$ cat src/rtl/muldiv_pkg.sv
// Shared op codes, FSM state encodings and op-decode helpers for the multiply/divide engine.
// Pure declarations: no latency, no flow control.
package muldiv_pkg;

    localparam logic [1:0] OP_MULT  = 2'b00;
    localparam logic [1:0] OP_MULTU = 2'b01;
    localparam logic [1:0] OP_DIV   = 2'b10;
    localparam logic [1:0] OP_DIVU  = 2'b11;

    localparam logic [1:0] S_IDLE = 2'd0;
    localparam logic [1:0] S_CALC = 2'd1;
    localparam logic [1:0] S_FIX  = 2'd2;

    function automatic logic is_div(input logic [1:0] op);
        return op[1];
    endfunction

    function automatic logic is_signed_op(input logic [1:0] op);
        return ~op[0];
    endfunction

endpackage

$ cat src/rtl/muldiv_iter_core.sv
// Shared 2*WIDTH accumulator: one shift-add (multiply) or restoring shift-subtract (divide) step per cycle.
// Latency: one step per i_step cycle; i_load overrides i_step. No backpressure: steps are driven by the caller.
module muldiv_iter_core #(
    parameter int WIDTH = 32
) (
    input  logic                 clk,
    input  logic                 reset,
    input  logic                 i_load,
    input  logic                 i_step,
    input  logic                 i_div_mode,
    input  logic [WIDTH-1:0]     i_load_lo,
    input  logic [WIDTH-1:0]     i_load_opnd,
    output logic [2*WIDTH-1:0]   o_acc
);

    logic [2*WIDTH-1:0] r_acc;
    logic [WIDTH-1:0]   r_opnd;

    logic [2*WIDTH-1:0] w_acc_nxt;
    logic [WIDTH:0]     w_add_sum;
    logic [WIDTH:0]     w_sub_pr;
    logic [WIDTH:0]     w_sub_diff;
    logic               w_sub_ok;

    always_comb begin
        w_add_sum  = {1'b0, r_acc[2*WIDTH-1:WIDTH]} + {1'b0, r_opnd};
        // Partial remainder after the left shift needs WIDTH+1 bits to stay exact.
        w_sub_pr   = r_acc[2*WIDTH-1:WIDTH-1];
        w_sub_diff = w_sub_pr - {1'b0, r_opnd};
        w_sub_ok   = ~w_sub_diff[WIDTH];
        w_acc_nxt  = r_acc;
        if (i_div_mode) begin
            w_acc_nxt = {(w_sub_ok ? w_sub_diff[WIDTH-1:0] : w_sub_pr[WIDTH-1:0]),
                         r_acc[WIDTH-2:0], w_sub_ok};
        end else if (r_acc[0]) begin
            w_acc_nxt = {w_add_sum, r_acc[WIDTH-1:1]};
        end else begin
            w_acc_nxt = {1'b0, r_acc[2*WIDTH-1:1]};
        end
    end

    always_ff @(posedge clk) begin
        if (reset) begin
            r_acc  <= '0;
            r_opnd <= '0;
        end else if (i_load) begin
            r_acc  <= {{WIDTH{1'b0}}, i_load_lo};
            r_opnd <= i_load_opnd;
        end else if (i_step) begin
            r_acc  <= w_acc_nxt;
        end
    end

    assign o_acc = r_acc;

endmodule

$ cat src/rtl/muldiv_unit.sv
// Iterative signed/unsigned multiply/divide feeding HI/LO; start/busy/done handshake with divide-by-zero flag.
// Latency: done exactly WIDTH+2 cycles after start is sampled (1 cycle for divide by zero).
// Backpressure: start is ignored while busy; start in the done cycle is accepted.
module muldiv_unit
    import muldiv_pkg::*;
#(
    parameter int WIDTH = 32
) (
    input  logic             clk,
    input  logic             reset,
    input  logic             start,
    input  logic [1:0]       op,
    input  logic [WIDTH-1:0] a,
    input  logic [WIDTH-1:0] b,
    output logic             busy,
    output logic             done,
    output logic             div0,
    output logic [WIDTH-1:0] hi,
    output logic [WIDTH-1:0] lo
);

    localparam int CNT_W = $clog2(WIDTH + 1);

    logic [1:0]       r_state;
    logic [CNT_W-1:0] r_cnt;
    logic [1:0]       r_op;
    logic             r_sign_a;
    logic             r_sign_b;
    logic             r_busy;
    logic             r_done;
    logic             r_div0;
    logic [WIDTH-1:0] r_hi;
    logic [WIDTH-1:0] r_lo;

    logic               w_accept;
    logic               w_div0_hit;
    logic               w_load;
    logic               w_signed_in;
    logic [WIDTH-1:0]   w_mag_a;
    logic [WIDTH-1:0]   w_mag_b;
    logic [2*WIDTH-1:0] w_acc;
    logic [2*WIDTH-1:0] w_prod;
    logic [WIDTH-1:0]   w_fix_hi;
    logic [WIDTH-1:0]   w_fix_lo;
    logic               w_r_signed;

    assign w_accept    = (r_state == S_IDLE) && start;
    assign w_div0_hit  = w_accept && is_div(op) && (b == '0);
    assign w_load      = w_accept && !w_div0_hit;
    assign w_signed_in = is_signed_op(op);
    assign w_mag_a     = (w_signed_in && a[WIDTH-1]) ? (~a + 1'b1) : a;
    assign w_mag_b     = (w_signed_in && b[WIDTH-1]) ? (~b + 1'b1) : b;
    assign w_r_signed  = is_signed_op(r_op);

    muldiv_iter_core #(
        .WIDTH (WIDTH)
    ) u_core (
        .clk         (clk),
        .reset       (reset),
        .i_load      (w_load),
        .i_step      (r_state == S_CALC),
        .i_div_mode  (is_div(r_op)),
        .i_load_lo   (is_div(op) ? w_mag_a : w_mag_b),
        .i_load_opnd (is_div(op) ? w_mag_b : w_mag_a),
        .o_acc       (w_acc)
    );

    // Sign fix-up: quotient/product negative on sign mismatch, remainder follows the dividend.
    always_comb begin
        w_prod   = w_acc;
        w_fix_hi = w_acc[2*WIDTH-1:WIDTH];
        w_fix_lo = w_acc[WIDTH-1:0];
        if (is_div(r_op)) begin
            if (w_r_signed && (r_sign_a ^ r_sign_b)) begin
                w_fix_lo = ~w_acc[WIDTH-1:0] + 1'b1;
            end
            if (w_r_signed && r_sign_a) begin
                w_fix_hi = ~w_acc[2*WIDTH-1:WIDTH] + 1'b1;
            end
        end else begin
            if (w_r_signed && (r_sign_a ^ r_sign_b)) begin
                w_prod = ~w_acc + 1'b1;
            end
            w_fix_hi = w_prod[2*WIDTH-1:WIDTH];
            w_fix_lo = w_prod[WIDTH-1:0];
        end
    end

    always_ff @(posedge clk) begin
        if (reset) begin
            r_state  <= S_IDLE;
            r_cnt    <= '0;
            r_op     <= OP_MULT;
            r_sign_a <= 1'b0;
            r_sign_b <= 1'b0;
            r_busy   <= 1'b0;
            r_done   <= 1'b0;
            r_div0   <= 1'b0;
            r_hi     <= '0;
            r_lo     <= '0;
        end else begin
            r_done <= 1'b0;
            r_div0 <= 1'b0;
            case (r_state)
                S_IDLE: begin
                    if (w_div0_hit) begin
                        r_done <= 1'b1;
                        r_div0 <= 1'b1;
                    end else if (w_accept) begin
                        r_state  <= S_CALC;
                        r_busy   <= 1'b1;
                        r_op     <= op;
                        r_sign_a <= a[WIDTH-1];
                        r_sign_b <= b[WIDTH-1];
                        r_cnt    <= '0;
                    end
                end
                S_CALC: begin
                    r_cnt <= r_cnt + CNT_W'(1);
                    if (r_cnt == CNT_W'(WIDTH - 1)) begin
                        r_state <= S_FIX;
                    end
                end
                S_FIX: begin
                    r_hi    <= w_fix_hi;
                    r_lo    <= w_fix_lo;
                    r_done  <= 1'b1;
                    r_busy  <= 1'b0;
                    r_state <= S_IDLE;
                end
                default: begin
                    r_state <= S_IDLE;
                    r_busy  <= 1'b0;
                end
            endcase
        end
    end

    assign busy = r_busy;
    assign done = r_done;
    assign div0 = r_div0;
    assign hi   = r_hi;
    assign lo   = r_lo;

endmodule

$ cat config.mk
export PLATFORM = sky130hd
export DESIGN_NAME = muldiv_unit
export DESIGN_NICKNAME = d
export VERILOG_FILES = /design/src/rtl/muldiv_pkg.sv /design/src/rtl/muldiv_iter_core.sv /design/src/rtl/muldiv_unit.sv
export SDC_FILE = /design/constraint.sdc
export NUM_CORES = 1
export LEC_CHECK = 0
export ABC_AREA = 1
export ABC_CLOCK_PERIOD_IN_PS = 2800
export BUFFER_PORTS_ARGS = -buffer_cell sky130_fd_sc_hd__clkbuf_2
export CAP_MARGIN = 20
export CORE_ASPECT_RATIO = 1.5
export CORE_UTILIZATION = 40
export CTS_CLUSTER_DIAMETER = 60
export DETAILED_ROUTE_END_ITERATION = 6
export HOLD_SLACK_MARGIN = 0.08
export PLACE_DENSITY_LB_ADDON = 0.05
export RECOVER_POWER = 100
export SETUP_SLACK_MARGIN = 0.2
export SLEW_MARGIN = 0
export SYNTH_ARGS = -nofsm -noshare
export SYNTH_HDL_FRONTEND = slang
export SYNTH_SLANG_ARGS = --single-unit
$ cat constraint.sdc
create_clock -name clk -period 2.8 [get_ports clk]
set_input_delay 0.14 -clock clk [delete_from_list [all_inputs] [get_ports clk]]
set_output_delay 0.14 -clock clk [all_outputs]
set_load 0.02 [all_outputs]
=== Yosys cells after proc, flatten, opt, wreduce, memory -nomap -nowiden ===
Cells that the tools add are included.
W data, S select, Z words.

* Output and inout bits: 67
* Bits of input ports: 69
* Logic and storage cells: 84
* Bits in registers: 175

* Reductions and logical operators: 19
* Bitwise gates (word level): 12
* Equal/unequal tests: 6
* Multiplexer cells: 26
* Add/sub/neg operators: 8

{| class="wikitable"
|+ Operators with widths
! operator !! number
|-
| $mux W32 || 11
|-
| $mux W64 || 3
|-
| $add A32 B1 Y32 const B || 4
|-
| $not A32 Y32 || 4
|-
| $add A64 B1 Y64 const B || 1
|-
| $not A64 Y64 || 1
|-
| $add A32 B32 Y33 || 1
|-
| $sub A33 B32 Y33 || 1
|-
| $logic_not A32 Y1 || 1
|-
| $mux W6 || 2
|-
| $pmux W6 S2 || 1
|-
| $reduce_and A3 Y1 || 4
|-
| $logic_and A1 B1 Y1 || 8
|-
| $add A6 B1 Y6 const B || 1
|-
| $eq A6 B5 Y1 const B || 1
|-
| $mux W2 || 3
|-
| $ne A2 B2 Y1 const B || 3
|-
| $not A1 Y1 || 6
|-
| $pmux W1 S2 || 2
|-
| $pmux W2 S2 || 1
|-
| $reduce_bool A2 Y1 || 2
|-
| $reduce_or A2 Y1 || 2
|-
| $mux W1 || 3
|-
| $eq A2 B1 Y1 const B || 1
|-
| other kinds (4) || 4
|}

=== Depth between registers and ports, before layout ===
* Depth after elaboration: 7
* Depth in mapped cells: 19
* Depth with buffers taken out: 18

=== Hierarchy ===
Synthesis repeated with hierarchy kept, for this count alone.

* Cells, all modules: 3249
* Area, all modules: 18072.3 um^2

{| class="wikitable"
|+ Modules (own cells, without submodules)
! module !! instances !! area an instance (um^2) !! sequential area each (um^2) !! cells each
|-
| muldiv_iter_core || 1 || 10149.7 || 1921.8 || 1822
|-
| muldiv_unit || 1 || 7922.6 || 1581.5 || 1427
|}

=== Worst setup path after synthesis ===
Ideal clock, no wire load.

* Path type: reg2reg
* Start point: reg u_core.r_acc[0], in the netlist u_core.o_acc[0]
* End point: reg r_lo[28], in the netlist lo[28]
* Path buffers: 3
* Stages on the path, launching flop included: 16
* Period minus slack after synthesis: 2.420 ns
* Setup time: 0.113 ns
* Data arrival time: 2.306 ns
* Data required time: 2.687 ns
* Path slack: 0.380 ns
* Path through: dfxtp_1 -> clkbuf_1 -> inv_2 -> clkbuf_1 -> clkbuf_1 -> ha_1 -> nand3_1 -> nor2_2 -> nand2_1 -> nor3_1 -> nand2_1 -> nand2_2 -> nand2_1 -> xor2_1 -> o21ai_1 -> inv_1

* Word-level cells in the longest chain between the ends: 4
* Elaborated cells on any way between the ends: 7
* Classes of those cells: add/sub: 2; mux: 3; bitwise: 2

{| class="wikitable"
|+ RTL lines
! item !! RTL line !! RTL
|-
| start: declaration || muldiv_iter_core.sv:16 || <nowiki>logic [2*WIDTH-1:0] r_acc;</nowiki>
|-
| start signal: assignment || muldiv_iter_core.sv:47 || <nowiki>r_acc <= {{WIDTH{1'b0}}, i_load_lo};</nowiki>
|-
| start signal: assignment || muldiv_iter_core.sv:50 || <nowiki>r_acc <= w_acc_nxt;</nowiki>
|-
| $not A64 Y64 or $not A32 Y32 (tied branches) || muldiv_unit.sv:82, muldiv_unit.sv:75 ||
|-
| $add A64 B1 Y64 or $add A32 B1 Y32 (tied branches) || muldiv_unit.sv:82, muldiv_unit.sv:75 ||
|-
| $mux W64 or $mux W32 (tied branches) || muldiv_unit.sv:81, muldiv_unit.sv:74 ||
|-
| $mux W32 (*) || muldiv_unit.sv:73 || <nowiki>if (is_div(r_op)) begin</nowiki>
|-
| end signal: assignment || muldiv_unit.sv:126 || <nowiki>r_lo <= w_fix_lo;</nowiki>
|-
| end: declaration || muldiv_unit.sv:33 || <nowiki>logic [WIDTH-1:0] r_lo;</nowiki>
|}

Mark *: on every way between the ends. The rest lies on a longest branch, timed or not.
A chain may end at the register's enable or synchronous reset.

=== Worst setup path in the final report ===
* Start point: in b[31]
* End point: reg u_core.r_acc[14], in the netlist u_core.o_acc[14]

* Word-level cells in the longest chain between the ends: 5
* Elaborated cells on any way between the ends: 9
* Classes of those cells: mux: 3; reduce/logical: 6

{| class="wikitable"
|+ RTL lines
! item !! RTL line !! RTL
|-
| start: declaration || muldiv_unit.sv:14 || <nowiki>input logic [WIDTH-1:0] b,</nowiki>
|-
| $logic_not A32 Y1 || muldiv_unit.sv:48 || <nowiki>assign w_div0_hit = w_accept && is_div(op) && (b == '0);</nowiki>
|-
| $logic_and A1 B1 Y1 || muldiv_unit.sv:48 ||
|-
| $logic_not A1 Y1 || muldiv_unit.sv:49 || <nowiki>assign w_load = w_accept && !w_div0_hit;</nowiki>
|-
| $logic_and A1 B1 Y1 || muldiv_unit.sv:49 ||
|-
| $mux W32 or $reduce_bool A2 Y1 (tied branches) || n/a ||
|}

Parallel ways exist; a longest one is shown, timed or not.

==> reports/metrics.yaml <==
status: "completed"
fin_tns_setup_ns: 0
place_ws_ns: 0.05571
cap_violations: 0
h-tree-depth: 4
finalCritPeriodShare_pct: 92.64
synth_top_flop_cell: "dfxtp_1"
wirelength_um: 81850
route.met3.wl_um: 4307
place_area_um2: 19590
critPathRequiredTime_ns: 3.19
syn_to_final_growth_pct: 14.75
synthSimpleGateAreaFrac_pct: 41.98
routed.top_layer: "met4"
syn_inst: 3300
wl_met1_um: 31000
yosysUniqueCellTypes: 51
dr_wl_met2_um: 39940
synth_nets: 3440
ys_seq_area_share_pct: 19.55
hp-class: "in -> reg"
num_vias: 21830
synth_area_leaders: "nand2_1 (23%), dfxtp_1 (20%), inv_1 (11%)"
crit_start: "b[31]"
start_kind: "input pin"
crit_fanout: 17
nNetsFinal: 3605
yosysMostFrequentCell: "nand2_1"
fmax_mhz: 385.5
worst_slack_ns: 0.2061
grt_usage_pct: 35.56
drv_slew: 0
p_per_area_nw_per_um2: 543.3
fin_area_um2: 20560
overflow: 0
synth_common_cells: "nand2_1 (1097), inv_1 (521), nor2_1 (325)"
synth-adder-area-share_pct: 5.041
synth_compound_area_share_pct: 14.69
rsz0062_at_grt: "true"
power.leakage_nw: 10.74
r2r_setup_slack_ns: 0.24
fin_skew_ns: 0.01259
crit_chain: "dlygate4sd3_1 -> clkbuf_2 -> inv_1 -> nor2_1 -> buf_4 -> clkbuf_2 -> nand2_1 -> xor2_1 -> o21ai_0 -> nand2_1 -> o21ai_0"
end_kind: "flop"
grt_pass1_vias: 21040
finalCriticalPeriod_ns: 2.594
cts_tree: "done"
insertion_delay_ns: 0.47
drt-vias-per-instance: 5.386
cts-root-buf: "clkbuf_16"
finalSetupViolCount: 0
synth_top_area_share_pct: 22.98
synth_edf_count: 0
synth_top_area_cell: "nand2_1"
finalHoldViolCount: 0
yosys_warnings: 0
dr.pass1.iters: 6
antenna_found_initial: 1
crit_arrival_ns: 2.98
synth-seq-cells: 175
synthArstFlopShare_pct: 0
dpl.hpwl_um: 67280
fillers: 5060
crit_slowest_cell: "dlygate4sd3_1"
antenna_cells: 0
worst_slew_pin_slew_ns: 0.9819
synth_xor_area_share_pct: 4.789
drive_gt1_share_pct: 8.597
synth_top_family_by_area: "simple AND/OR/NAND/NOR gates"
max_slew_margin_pct: 34.54
die_h_um: 261.2
fp-row-count: 94
gp_congestion: 1.054
port_buffers: 135
die_x_um: 174.8
worst_path_largest_cell_delay_ns: 0.52
drt_iter0_drc: 1620
synthMuxAreaShare_pct: 0.1117
grt_pass1_wl_um: 122400
peakVddDrop_v: 0.0004961
setup.worst_path.class: "in -> reg"
core_region_area_um2: 43990
clockBufferDepth: 2
wire_per_inst_um: 20.19
synthesis.area_um2: 17920
avgSynthCellArea_um2: 5.431
grt_max_degree: 114
clk_pin_slew_ns: 0.07
numClockSinks: 175
num_io_pins: 136
timing.rr.start: "u_core.o_acc[48]"
power_w: 0.01117
drcViolationCount: 0
ant_nets: 0
die_area_um2: 45670
cts_made_buffers: 17
initial_core_util_pct: 40.74
min_from: "a[12]"
-- state kept, by name, summed over array words and instances (netlist names), 2 cells and up --
register / count
hi: 32
lo: 32
r_cnt: 6
r_op: 2
r_state: 2
u_core.o_acc: 64
u_core.r_opnd: 32
-- worst max-delay path, delay by kind of cell --
kind	cells	cell delay [ns]
AO/OA/AOI/OAI	2	0.42
XOR/XNOR	1	0.21
buffers and inverters	5	1.43
AND/OR/NAND/NOR	3	0.79
-- cells by family (layout without fill, tap and decap cells) --
| kind of cell | after synthesis | after routing |
|---|---|---|
| buffers and inverters | 641 | 819 |
| flip-flops | 175 | 175 |
| XOR/XNOR | 98 | 98 |
| multiplexers | 2 | 2 |
| AO/OA/AOI/OAI | 495 | 495 |
| AND/OR/NAND/NOR | 1818 | 1818 |
| adder cells (fa/ha/maj) | 71 | 71 |
-- placed cells by master (no fill, tap or decap), drive strengths merged, types with 2 or more instances in the layout --
master / instances
a21oi: 207
nor3: 26
fa: 2
o22ai: 11
dlygate4sd3: 14
clkinv: 6
xor2: 83
o211ai: 25
ha: 69
o31ai: 4
inv: 539
dfxtp: 175
o21bai: 2
bufinv: 2
xnor2: 15
o21ai: 223
buf: 94
nand3: 282
o221ai: 3
nor2: 332
nand2: 1109
a31oi: 14
and2: 4
nor4: 5
nand3b: 10
clkbuf: 163
a21o: 2
nand4: 42
or2: 6
mux2i: 2
-- per-stage QoR --
stage	std cells	hold slack [ns]	utilization, %
4_1_cts	4044	0.08352	46.37
2_1_floorplan	3300	0.2713	-
5_1_grt	4054	0.09586	46.75
3_5_place_dp	3998	0.4715	44.54
6_report	4054	0.09862	46.75
3_3_place_gp	3998	0.4616	44.54
-- routing by layer --
metal	track usage [%]	vias up
met2	63.66	834
li1	-	10730
met3	4.254	215
met1	38.66	10060
met4	25.89	0
met5	0	-
-- repair_timing --
action                     in CTS  in global routing
pin swaps                       0                  9
resized for setup              10                 78
cloned                          0                  3
buffers inserted                0                  7
hold buffers                   14                  0
setup endpoints to repair      28                 40
hold endpoints to repair       12                  0
-- worst paths after layout --
kind | to | cells past startpoint
max | u_core.o_acc[14] | 11
min | u_core.r_opnd[12] | 4
max reg2reg | u_core.o_acc[63] | 16
min reg2reg | busy | 2
-- cell type report --
type                       instances  area, um2  share of cell area (%)
inverter                         534       2006                   9.754
clock inverter                    14      186.4                  0.9066
sequential                       175       3541                   17.22
clock buffer                      18      439.2                   2.136
timing repair buffer             253       1562                   7.594
multi-input combinational       2484      12110                   58.89
tap                              576      720.7                   3.505
-- report_power, final --
part | internal [W] | total, W | leakage [nW] | switching [W]
Sequential | 0.00268 | 0.00295 | 1.44 | 0.000270
Combinational | 0.00178 | 0.00559 | 8.99 | 0.00382
Clock | 0.00139 | 0.00263 | 0.306 | 0.00123
Total | 0.00585 | 0.0112 | 10.7 | 0.00532
No activity file was read; power rests on OpenSTA's default activity.
